<file path="config.mk">
export PLATFORM = sky130hd
export DESIGN_NAME = midi_in_parser
export DESIGN_NICKNAME = d
export VERILOG_FILES = /design/src/rtl/midi_pkg.sv /design/src/rtl/midi_uart_rx.sv /design/src/rtl/midi_in_parser.sv
export SDC_FILE = /design/constraint.sdc
export NUM_CORES = 1
export LEC_CHECK = 0
export BUFFER_PORTS_ARGS = -buffer_cell sky130_fd_sc_hd__buf_4
export CAP_MARGIN = 20
export CORE_ASPECT_RATIO = 2
export CORE_MARGIN = 3
export CORE_UTILIZATION = 55
export CTS_BUF_LIST = sky130_fd_sc_hd__clkbuf_4
export DETAILED_ROUTE_END_ITERATION = 10
export GPL_TIMING_DRIVEN = 0
export PLACE_DENSITY = 0.76
export SYNTH_ARGS = -nofsm -noshare
export SYNTH_HDL_FRONTEND = slang
export SYNTH_SLANG_ARGS = --single-unit
</file>
<file path="constraint.sdc">
create_clock -name clk -period 4.5 [get_ports clk]
set_input_delay 0.9 -clock clk [delete_from_list [all_inputs] [get_ports clk]]
set_output_delay 0.9 -clock clk [all_outputs]
set_load 0.01 [all_outputs]
</file>
<file path="src/rtl/midi_pkg.sv">
// Shared MIDI constants, receiver state encoding and message-length helper
// for the MIDI IN front end.
package midi_pkg;

  localparam logic [7:0] MIDI_STATUS_MIN = 8'h80;
  localparam logic [7:0] MIDI_SYSCOM_MIN = 8'hF0;
  localparam logic [7:0] MIDI_RT_MIN     = 8'hF8;

  typedef enum logic [2:0] {IDLE, START, DATA, STOP, BREAK} rx_state_t;

  // Program change (Cx) and channel pressure (Dx) carry one data byte.
  function automatic logic [1:0] midi_data_len(input logic [7:0] status);
    return (status[7:4] == 4'hC || status[7:4] == 4'hD) ? 2'd1 : 2'd2;
  endfunction

endpackage

</file>
<file path="src/rtl/midi_uart_rx.sv">
// MIDI IN deserialiser: input synchroniser plus a clock-count bit timer that
// samples mid-bit and emits one strobe per correctly framed byte.
module midi_uart_rx
  import midi_pkg::*;
#(
  parameter int BAUD_CNT    = 3200,
  parameter int SYNC_STAGES = 2
) (
  input  logic       clk,
  input  logic       rst,
  input  logic       midi_rx,
  output logic [7:0] rx_byte,
  output logic       byte_strobe,
  output logic       frame_err,
  output logic       busy
);

  localparam int CW = $clog2(BAUD_CNT);
  localparam logic [CW-1:0] HALF_M1 = CW'(BAUD_CNT / 2 - 1);
  localparam logic [CW-1:0] FULL_M1 = CW'(BAUD_CNT - 1);

  logic [SYNC_STAGES-1:0] sync_q;
  logic                   rx_s;
  rx_state_t              state, state_d;
  logic [CW-1:0]          cnt, cnt_d;
  logic [2:0]             bit_idx, bit_d;
  logic [7:0]             shreg, shreg_d;
  logic                   strobe_d, ferr_d;

  // Preset to idle-high so reset never looks like a start bit.
  always_ff @(posedge clk or posedge rst) begin
    if (rst) sync_q <= '1;
    else     sync_q <= {sync_q[SYNC_STAGES-2:0], midi_rx};
  end

  assign rx_s = sync_q[SYNC_STAGES-1];

  always_ff @(posedge clk or posedge rst) begin
    if (rst) begin
      state       <= IDLE;
      cnt         <= '0;
      bit_idx     <= '0;
      shreg       <= '0;
      byte_strobe <= 1'b0;
      frame_err   <= 1'b0;
    end else begin
      state       <= state_d;
      cnt         <= cnt_d;
      bit_idx     <= bit_d;
      shreg       <= shreg_d;
      byte_strobe <= strobe_d;
      frame_err   <= ferr_d;
    end
  end

  always_comb begin
    state_d  = state;
    cnt_d    = cnt + 1'b1;
    bit_d    = bit_idx;
    shreg_d  = shreg;
    strobe_d = 1'b0;
    ferr_d   = 1'b0;
    case (state)
      IDLE: begin
        cnt_d = '0;
        if (!rx_s) state_d = START;
      end
      START: begin
        // Half a bit in: a high line means the falling edge was a glitch.
        if (cnt == HALF_M1) begin
          cnt_d   = '0;
          bit_d   = '0;
          state_d = rx_s ? IDLE : DATA;
        end
      end
      DATA: begin
        if (cnt == FULL_M1) begin
          cnt_d   = '0;
          shreg_d = {rx_s, shreg[7:1]};
          bit_d   = bit_idx + 3'd1;
          if (bit_idx == 3'd7) state_d = STOP;
        end
      end
      STOP: begin
        if (cnt == FULL_M1) begin
          cnt_d = '0;
          if (rx_s) begin
            strobe_d = 1'b1;
            state_d  = IDLE;
          end else begin
            ferr_d  = 1'b1;
            state_d = BREAK;
          end
        end
      end
      BREAK: begin
        cnt_d = '0;
        if (rx_s) state_d = IDLE;
      end
      default: state_d = IDLE;
    endcase
  end

  assign rx_byte = shreg;
  assign busy    = (state != IDLE);

endmodule

</file>
<file path="src/rtl/midi_in_parser.sv">
// MIDI IN front end: byte receiver plus a channel-voice message parser with
// running status and transparent realtime bytes.
module midi_in_parser
  import midi_pkg::*;
#(
  parameter int BAUD_CNT    = 3200,
  parameter int SYNC_STAGES = 2
) (
  input  logic       clk,
  input  logic       rst,
  input  logic       midi_rx,
  output logic       msg_valid,
  output logic [7:0] msg_status,
  output logic [7:0] msg_data1,
  output logic [7:0] msg_data2,
  output logic [1:0] msg_len,
  output logic       rt_valid,
  output logic [7:0] rt_byte,
  output logic       frame_err,
  output logic       busy
);

  logic [7:0] rx_byte;
  logic       byte_strobe;
  logic [7:0] run_status;
  logic [7:0] d1_q;
  logic       dcnt;

  midi_uart_rx #(
    .BAUD_CNT   (BAUD_CNT),
    .SYNC_STAGES(SYNC_STAGES)
  ) u_rx (
    .clk        (clk),
    .rst        (rst),
    .midi_rx    (midi_rx),
    .rx_byte    (rx_byte),
    .byte_strobe(byte_strobe),
    .frame_err  (frame_err),
    .busy       (busy)
  );

  // run_status[7] doubles as "running status valid"; 0 means none.
  always_ff @(posedge clk or posedge rst) begin
    if (rst) begin
      msg_valid  <= 1'b0;
      msg_status <= '0;
      msg_data1  <= '0;
      msg_data2  <= '0;
      msg_len    <= '0;
      rt_valid   <= 1'b0;
      rt_byte    <= '0;
      run_status <= '0;
      d1_q       <= '0;
      dcnt       <= 1'b0;
    end else begin
      msg_valid <= 1'b0;
      rt_valid  <= 1'b0;
      if (byte_strobe) begin
        if (rx_byte >= MIDI_RT_MIN) begin
          rt_byte  <= rx_byte;
          rt_valid <= 1'b1;
        end else if (rx_byte >= MIDI_SYSCOM_MIN) begin
          run_status <= '0;
          dcnt       <= 1'b0;
        end else if (rx_byte >= MIDI_STATUS_MIN) begin
          run_status <= rx_byte;
          dcnt       <= 1'b0;
        end else if (run_status[7]) begin
          if (!dcnt && midi_data_len(run_status) == 2'd2) begin
            d1_q <= rx_byte;
            dcnt <= 1'b1;
          end else begin
            msg_valid  <= 1'b1;
            msg_status <= run_status;
            msg_data1  <= dcnt ? d1_q : rx_byte;
            msg_data2  <= dcnt ? rx_byte : 8'h00;
            msg_len    <= dcnt ? 2'd3 : 2'd2;
            dcnt       <= 1'b0;
          end
        end
      end
    end
  end

endmodule
</file>
======== Word-level counts from Yosys, hierarchy flattened ========
Cells that the tools add are included.
cells by class
  add/sub/neg operators ................... 2
  multiply operators ...................... 0
  divide/modulo/power cells ............... 0
  order comparisons ....................... 3
  eq/ne operators ......................... 16
  shift-type cells ........................ 0
  multiplexer cells ....................... 39
  bitwise logic cells ..................... 4
  reduce and logical (&&, ||, !) cells .... 18
operator list
  kind                                                      count
  one-hot mux 12 bit (3 select lines)                       1
  2-to-1 mux 8 bit                                          4
  2-to-1 mux 3 bit                                          9
  greater-or-equal comparator 8 bit, second input constant  3
  2-to-1 mux 12 bit                                         2
  2-to-1 mux 1 bit                                          19
  AND reduction 6 bit                                       3
  one-hot mux 3 bit (5 select lines)                        1
  adder 12 x 1 -> 12 bit, second input constant             1
  == test 12 x 11 -> 1 bit, second input constant           1
  == test 12 bit, second input constant                     1
  != test 2 x 1 -> 1 bit, second input constant             5
  AND reduction 3 bit                                       3
  == test 4 bit, second input constant                      2
  == test 3 x 2 -> 1 bit, second input constant             2
  == test 3 bit, second input constant                      2
  one-hot mux 3 bit (2 select lines)                        1
  nonzero test 3 bit                                        2
  2-to-1 mux 2 bit                                          2
  inverter 1 bit                                            4
  AND reduction 2 bit                                       2
  nonzero test 2 bit                                        2
  OR reduction 2 bit                                        2
  adder 3 x 1 -> 3 bit, second input constant               1
  7 further kinds                                           7
word-level totals
  register bits after elaboration ......... 83
  latch bits .............................. 0
  RAM bits ................................ 0
  bits in read-only memories .............. 0
  bits of input ports ..................... 3
  word-level logic and storage cells ...... 99
  memories kept ........................... 0

======== Longest topological paths before layout ========
Gate-level depths: netlist (run 1).
  depth in word-level cells ............... 11
  mapped depth ............................ 6
  mapped depth without buffers ............ 6

======== Cells and area by module ========
Synthesis (run 1) repeated with hierarchy kept, for this count alone.
second synthesis, totals
  cell total of the unflattened synthesis .. 258
  area, all modules ....................... 3488.3 um^2
by module, submodules not included
  module          times used  cells an instance  area an instance (um^2)  sequential area each (um^2)
  midi_in_parser  1           132                2043.2                   1301.2
  midi_uart_rx    1           126                1445.1                   753.2

======== Worst setup path before layout (run 1) ========
Ideal clock, no wire load.
  path kind ............................... reg2reg
  start ................................... register u_rx.cnt[7]
  end ..................................... register u_rx.shreg[3], in the netlist u_rx.rx_byte[3]
  library setup time ...................... 0.125 ns
  data arrival time ....................... 1.698 ns
  data required time ...................... 4.375 ns
  setup slack ............................. 2.677 ns
  cell stages (with the launch flop) ...... 6
  path through ............................ dfrtp_1 -> or3b_1 -> buf_6 -> nor4_4 -> nand2_4 -> mux2_4
on the way
  longest elaborated chain between the ends .. 2
ends and longest elaborated chain
  element                        line                source
  start: declaration             midi_uart_rx.sv:25  logic [CW-1:0] cnt, cnt_d;
  start signal: assignment       midi_uart_rx.sv:48  cnt <= cnt_d;
  == test 12 bit                 midi_uart_rx.sv:77  if (cnt == FULL_M1) begin
  AND reduction 2 bit (no line)  n/a
  end signal: assignment         midi_uart_rx.sv:50  shreg <= shreg_d;
  end: declaration               midi_uart_rx.sv:27  logic [7:0] shreg, shreg_d;
Every way passes these cells.
A chain may end at the register's enable or synchronous reset.

======== Worst setup path after layout (run 1) ========
  start ................................... register u_rx.state[0]
  end ..................................... output busy
on the way
  longest elaborated chain between the ends .. 1
ends and longest elaborated chain
  element                   line                  source
  start: declaration        midi_uart_rx.sv:24    rx_state_t state, state_d;
  start signal: assignment  midi_uart_rx.sv:47    state <= state_d;
  nonzero test 3 bit        midi_uart_rx.sv:105   assign busy = (state != IDLE);
  end: declaration          midi_in_parser.sv:20  output logic busy
Every way passes these cells.

==> metrics.cfg, run 1 <==
[yosys]
ys_ff_latch = 82
synthArstFlopShare = 1.000
synthXorXnorAreaFrac = 0.02566
ys_warn_count = 0
synth_fp_nets = 276
ys_types = 49
synth_top_family_by_area = simple AND/OR/NAND/NOR gates
synthAdderAreaFrac = 0.01100
ys_seq_area_frac = 0.6019
netlist_area_um2 = 3413
synthSimpleGateAreaFrac = 0.1283
syn_inst = 270
synth_compound_area_frac = 0.08761
synth_edf_count = 0
synth.avg_cell_area_um2 = 12.64
synth.area.mux_share = 0.1177
synth_ff_type = dfrtp_1

[detailed_routing]
drtPass1Iterations = 4
via_count = 2210
ant_nets = 0
post_drt_wl_per_cell_um = 16.33
drc_errors = 0
routed_via_density = 5.696
routed_wl_mm = 6.336
drt_iter0_markers = 149

[layout]
final_cell_count_no_fill = 388
final_util = 0.6533
antennaDiodeCount = 0
fin_nets = 328
syn_to_final_growth_pct = 14.96
fillers = 491
drive_gt1_frac = 0.2985

[sta]
tightest_slew_ns = 0.7408
skew_ns = 0.006729
holdWs_ns = 0.3629
slew_headroom = 0.5038
rsz0062_at_grt = no
fmax_mhz = 426.5
min_period_over_period = 0.5211
finalHoldViolations = 0
setup_ws_ns = 2.155
setup_violations = 0
slew_violations = 0
period_minus_slack_ns = 2.345
finalSetupTns_ns = 0

[worst_setup_path]
arrival_ns = 1.44
cp_slowest_cell = dfrtp_1
crit_buf_inv = 2
crit_chain = clkbuf_1, nor2_1, nand2_1, buf_4
cp-end-kind = output port
start_kind = register
worstPathMaxFanout = 10
crit_family = flip-flops
crit_type = reg2out
slowest_delay_ns = 0.39
required_ns = 3.60

[clock_network]
numCtsBuffers = 9
h-tree-depth = 3
clkLatencyLatePin_ns = 0.42
cts_sinks = 82
hold_buffers = 0
cts.path.max_buffers = 2
post_cts_buffers = 0
cts_resized = 0
clkSlewWorstSetupHoldPaths_ns = 0.11
tritoncts = done
cts_root_buf = clkbuf_4

[power]
power_density_nw_per_um2 = 281.0
vdd.ir_drop.worst_mv = 0.1955
p_leak_nw = 2.016

[run_status]
status = completed

[job]
maxCapViolCount = 0

[grt]
overflow = 0
antenna_found_initial = 0
grt_max_degree = 67
grt_pass1_wl_mm = 10.87
track_usage = 0.2025
grt_pass1_vias = 2324

[place]
dp_worst_setup_slack_ns = 2.365
place.gp.congestion = 0.8688
portBuffers = 40
placed_cells = 374
hpwl_mm = 4.615

[die]
coreArea_um2 = 6006
die_w_um = 61.71
ios = 41
fp-row-count = 40
start_util = 0.5683
die_y_um = 117.4
die_area_um2 = 7245

[min_path]
hp-class = reg2reg

final cells by class:
class,count,area [um2],share of cell area
flip-flops and latches,82,2054,0.5236
multi-input cells,167,1264,0.3221
repair buffers,41,327.8,0.08355
clock buffers,13,97.59,0.02487
well taps,63,78.83,0.02009
plain buffers,10,53.80,0.01371
inverters,11,43.79,0.01116
clock inverters,1,3.754,0.0009566
registers in the layout (all words and copies together) (netlist names), 2 cells and up:
| register | flops |
|---|---|
| d1_q | 8 |
| msg_data1 | 8 |
| msg_data2 | 8 |
| msg_status | 8 |
| rt_byte | 8 |
| run_status | 8 |
| u_rx.bit_idx | 3 |
| u_rx.cnt | 12 |
| u_rx.rx_byte | 8 |
| u_rx.state | 3 |
| u_rx.sync_q | 2 |
power by group:
group	switching [mW]	leakage [nW]	internal, mW
Combinational	0.0143	0.830	0.00391
Clock	0.214	0.0614	0.132
Sequential	0.000820	1.12	0.738
Total	0.229	2.02	0.874
final timing paths:
check / startpoint / end / slack (ns) / cells past startpoint
worst max-delay path: u_rx.state[0]$_DFFE_PP0P_ / busy / 2.16 / 4
worst min-delay path: u_rx.sync_q[0]$_DFF_PP1_ / u_rx.sync_q[1]$_DFF_PP1_ / 0.36 / 0
worst max register to register: u_rx.cnt[0]$_DFF_PP0_ / u_rx.rx_byte[0]$_DFFE_PP0P_ / 2.36 / 5
worst min register to register: u_rx.sync_q[0]$_DFF_PP1_ / u_rx.sync_q[1]$_DFF_PP1_ / 0.36 / 0
max in group asynchronous: rst / u_rx.sync_q[1]$_DFF_PP1_ / 3.48 / 3
min in group asynchronous: rst / rt_byte[4]$_DFFE_PP0P_ / 0.41 / 2
metrics by stage:
stage	total power, mW	area, um2
3_5_place_dp	0.7727	3822
4_1_cts	1.120	3924
6_report	1.103	3924
3_3_place_gp	0.7689	3792
2_1_floorplan	0.7638	3413
5_1_grt	1.157	3924
worst register-to-register path: cells and delay by family, from the launching register on:
family | cells | cell delay, ns
multiplexers | 1 | 0.34
flip-flops | 1 | 0.41
adder cells (fa/ha/maj) | 1 | 0.22
AND/OR/NAND/NOR | 3 | 1.05
per-layer routing:
layer / wire, um / GRT usage
met1: 2386 / 0.2182
met2: 3643 / 0.3517
met3: 178 / 0.05066
met4: 128 / 0.08765
met5: 0 / 0
cell usage after synthesis, drive strengths merged, types with 3 or more instances:
cell / n / area (um2)
a21oi: 6 / 30.03
a22o: 13 / 113.9
and3: 3 / 18.77
buf: 5 / 35.02
clkbuf: 5 / 18.77
dfrtp: 80 / 2002
ha: 3 / 37.54
inv: 11 / 41.29
mux2: 25 / 311.6
mux2i: 9 / 90.09
nand2: 17 / 71.32
nand2b: 3 / 18.77
nand3: 7 / 35.03
nor2: 20 / 75.07
nor3: 4 / 25.02
nor4: 3 / 33.78
nor4b: 3 / 26.28
o21ai: 12 / 60.06
or2: 5 / 31.28
xnor2: 8 / 70.07
layout by cell type, fill, tap and decap left out, types with 3 or more instances in the layout:
| cell | n |
|---|---|
| mux2i_1 | 9 |
| ha_1 | 3 |
| mux2_2 | 17 |
| xnor2_1 | 8 |
| inv_1 | 10 |
| a22o_1 | 13 |
| and3_1 | 3 |
| o21ai_0 | 10 |
| or2_2 | 5 |
| nand2b_1 | 3 |
| nand2_1 | 16 |
| mux2_4 | 8 |
| nor2_1 | 20 |
| clkbuf_1 | 5 |
| buf_4 | 42 |
| nor3_1 | 3 |
| nand3_1 | 7 |
| a21oi_1 | 6 |
| dfrtp_1 | 80 |
| nor4b_1 | 3 |
| clkbuf_4 | 13 |
cell families (layout without fill, tap and decap cells):
logic type / count (synthesis) / after routing
XOR/XNOR: 10 / 10
buffers and inverters: 21 / 76
multiplexers: 34 / 34
AND/OR/NAND/NOR: 78 / 78
AO/OA/AOI/OAI: 42 / 42
adder cells (fa/ha/maj): 3 / 3
flip-flops: 82 / 82
Power figures use the tool's default switching activity.
==> run 2, diff against run 1 <==
==> constraint.sdc (replaced) <==
create_clock -name clk -period 2.35 [get_ports clk]
set_input_delay 0.47 -clock clk [delete_from_list [all_inputs] [get_ports clk]]
set_output_delay 0.47 -clock clk [all_outputs]
set_load 0.01 [all_outputs]
==> metrics.cfg, run 2 (synthesized netlist as in run 1, its figures left out) <==
[run_status]
status = completed  ; unchanged

[worst_setup_path]
worstPathMaxFanout = 8  ; was 10
start_kind = register  ; unchanged
required_ns = 2.68  ; was 3.60 ns
cp-end-kind = register  ; was output port
arrival_ns = 2.42  ; was 1.44 ns
crit_type = reg2reg  ; was reg2out

[die]
start_util = 0.5683  ; unchanged
fp-row-count = 40  ; unchanged
die_w_um = 61.71  ; unchanged
coreArea_um2 = 6006  ; unchanged
die_area_um2 = 7245  ; unchanged
die_y_um = 117.4  ; unchanged
ios = 41  ; unchanged

[min_path]
hp-class = in2reg  ; was reg2reg

[clock_network]
numCtsBuffers = 9  ; unchanged
clkSlewWorstSetupHoldPaths_ns = 0.12  ; was 0.11 ns
cts_root_buf = clkbuf_4  ; unchanged
clkLatencyLatePin_ns = 0.44  ; was 0.42 ns
cts_resized = 0  ; unchanged
cts.path.max_buffers = 2  ; unchanged
cts_sinks = 82  ; unchanged
h-tree-depth = 3  ; unchanged
tritoncts = done  ; unchanged
post_cts_buffers = 0  ; unchanged
hold_buffers = 0  ; unchanged

[layout]
drive_gt1_frac = 0.3028  ; was 0.2985
regMostFlops = u_rx.cnt  ; unchanged
fin_nets = 328  ; unchanged
final_cell_mix = dfrtp_1 (80), buf_4 (42), nor2_1 (20), mux2_2 (17), nand2_1 (16)  ; unchanged
antennaDiodeCount = 0  ; unchanged
final_util = 0.6583  ; was 0.6533
layout_commonest_cell = dfrtp_1  ; unchanged
largest_reg_flops = 12  ; unchanged
syn_to_final_growth_pct = 15.84  ; was 14.96%
fillers = 479  ; was 491

[job]
maxCapViolCount = 0  ; unchanged

[detailed_routing]
drtPass1Iterations = 4  ; unchanged
post_drt_wl_per_cell_um = 16.26  ; was 16.33 um
routed_via_density = 5.651  ; was 5.696
drt_iter0_markers = 79  ; was 149
drc_errors = 0  ; unchanged
via_count = 2204  ; was 2210
routed_wl_mm = 6.341  ; was 6.336 mm
ant_nets = 0  ; unchanged

[sta]
slew_headroom = 0.4540  ; was 0.5038
slew_violations = 0  ; unchanged
setup_violations = 0  ; unchanged
tightest_slew_ns = 0.8173  ; was 0.7408 ns
fmax_mhz = 477.4
finalHoldViolations = 0  ; unchanged
finalSetupTns_ns = 0  ; unchanged
rsz0062_at_grt = no  ; unchanged
skew_ns = 0.01692  ; was 0.006729 ns
min_period_over_period = 0.8914
period_minus_slack_ns = 2.095

[grt]
overflow = 0  ; unchanged
use_met2 = 0.3333  ; was 0.3517
track_usage = 0.1941  ; was 0.2025
grt_max_degree = 45  ; was 67
grt_pass1_vias = 2179  ; was 2324
antenna_found_initial = 0  ; unchanged
met3_usage = 0.06057  ; was 0.05066
grt_pass1_wl_mm = 10.38  ; was 10.87 mm
met1_usage = 0.2070  ; was 0.2182
busiest_layer = met2  ; unchanged

[power]
power_density_nw_per_um2 = 569.6  ; was 281.0 nW/um2
vdd.ir_drop.worst_mv = 0.4626  ; was 0.1955 mV
p_leak_nw = 2.012  ; was 2.016 nW

[place]
place.gp.congestion = 0.8272  ; was 0.8688
portBuffers = 40  ; unchanged
hpwl_mm = 4.545  ; was 4.615 mm

run 2: changes by cell type in the layout (fill, tap and decap cells not counted):
| cell | change |
|---|---|
| clkinv_2 | +1 |
| buf_16 | -1 |
| clkinv_4 | +1 |
| inv_4 | -1 |
| clkbuf_4 | -4 |
| bufinv_16 | +1 |
| buf_12 | +1 |
| clkinvlp_4 | +4 |
run 2: critical path, cell delays in order (launching register included):
cell and delay (ns):
dfrtp_1 0.41, ha_1 0.21, nand3_1 0.23, nor4_4 0.59, nand2_4 0.21, mux2_4 0.34
run 2: final cells by class:
class                   count  area [um2]  share of cell area
flip-flops and latches     82        2054              0.5196
inverters                  11       45.04             0.01139
clock buffers               9       67.56             0.01709
multi-input cells         167        1264              0.3196
repair buffers             41       320.3             0.08101
plain buffers              10       53.80             0.01361
well taps                  63       78.83             0.01994
clock inverters             7       70.07             0.01772
run 2: path summary, 6_finish.rpt:
check	startpoint	endpoint	slack, ns	depth (start not counted)
min in group asynchronous	rst	msg_status[5]$_DFFE_PP0P_	0.16	2
max in group asynchronous	rst	dcnt$_DFFE_PP0P_	1.51	3
worst min register to register	u_rx.sync_q[0]$_DFF_PP1_	u_rx.sync_q[1]$_DFF_PP1_	0.36	0
worst min-delay path	midi_rx	u_rx.sync_q[0]$_DFF_PP1_	0.14	1
worst max-delay path	u_rx.cnt[0]$_DFF_PP0_	u_rx.rx_byte[7]$_DFFE_PP0P_	0.26	5
worst max register to register	u_rx.cnt[0]$_DFF_PP0_	u_rx.rx_byte[7]$_DFFE_PP0P_	0.26	5
run 2: through the flow:
| stage | std cells | power (mW) | hold WS (ns) | cell area (um2) | setup WS (ns) |
|---|---|---|---|---|---|
| 3_5_place_dp | 374 | 1.478 | 0.3495 | 3816 | 0.2190 |
| 2_1_floorplan | 270 | 1.463 | 0.3452 | 3417 | 0.5274 |
| 3_3_place_gp | 373 | 1.473 | 0.3461 | 3796 | 0.2694 |
| 4_1_cts | 390 | 2.278 | 0.1054 | 3954 | 0.1996 |
| 6_report | 390 | 2.252 | 0.1356 | 3954 | 0.2551 |
| 5_1_grt | 390 | 2.346 | 0.08998 | 3954 | 0.1153 |
run 2: where the power goes:
group	switching (mW)	leakage [nW]	total, mW	internal [mW]
registers	0.00147	1.12	1.42	1.41
clock network	0.484	0.0656	0.804	0.320
logic	0.0266	0.822	0.0327	0.00611
run 2: per-layer routing:
metal | routed length (um) | vias to the layer above | share of wire
met4 | 150 | 0 | 0.024
li1 | - | 1055 | -
met1 | 2447 | 1097 | 0.39
met5 | 0 | - | 0
met3 | 227 | 12 | 0.036
met2 | 3515 | 40 | 0.55
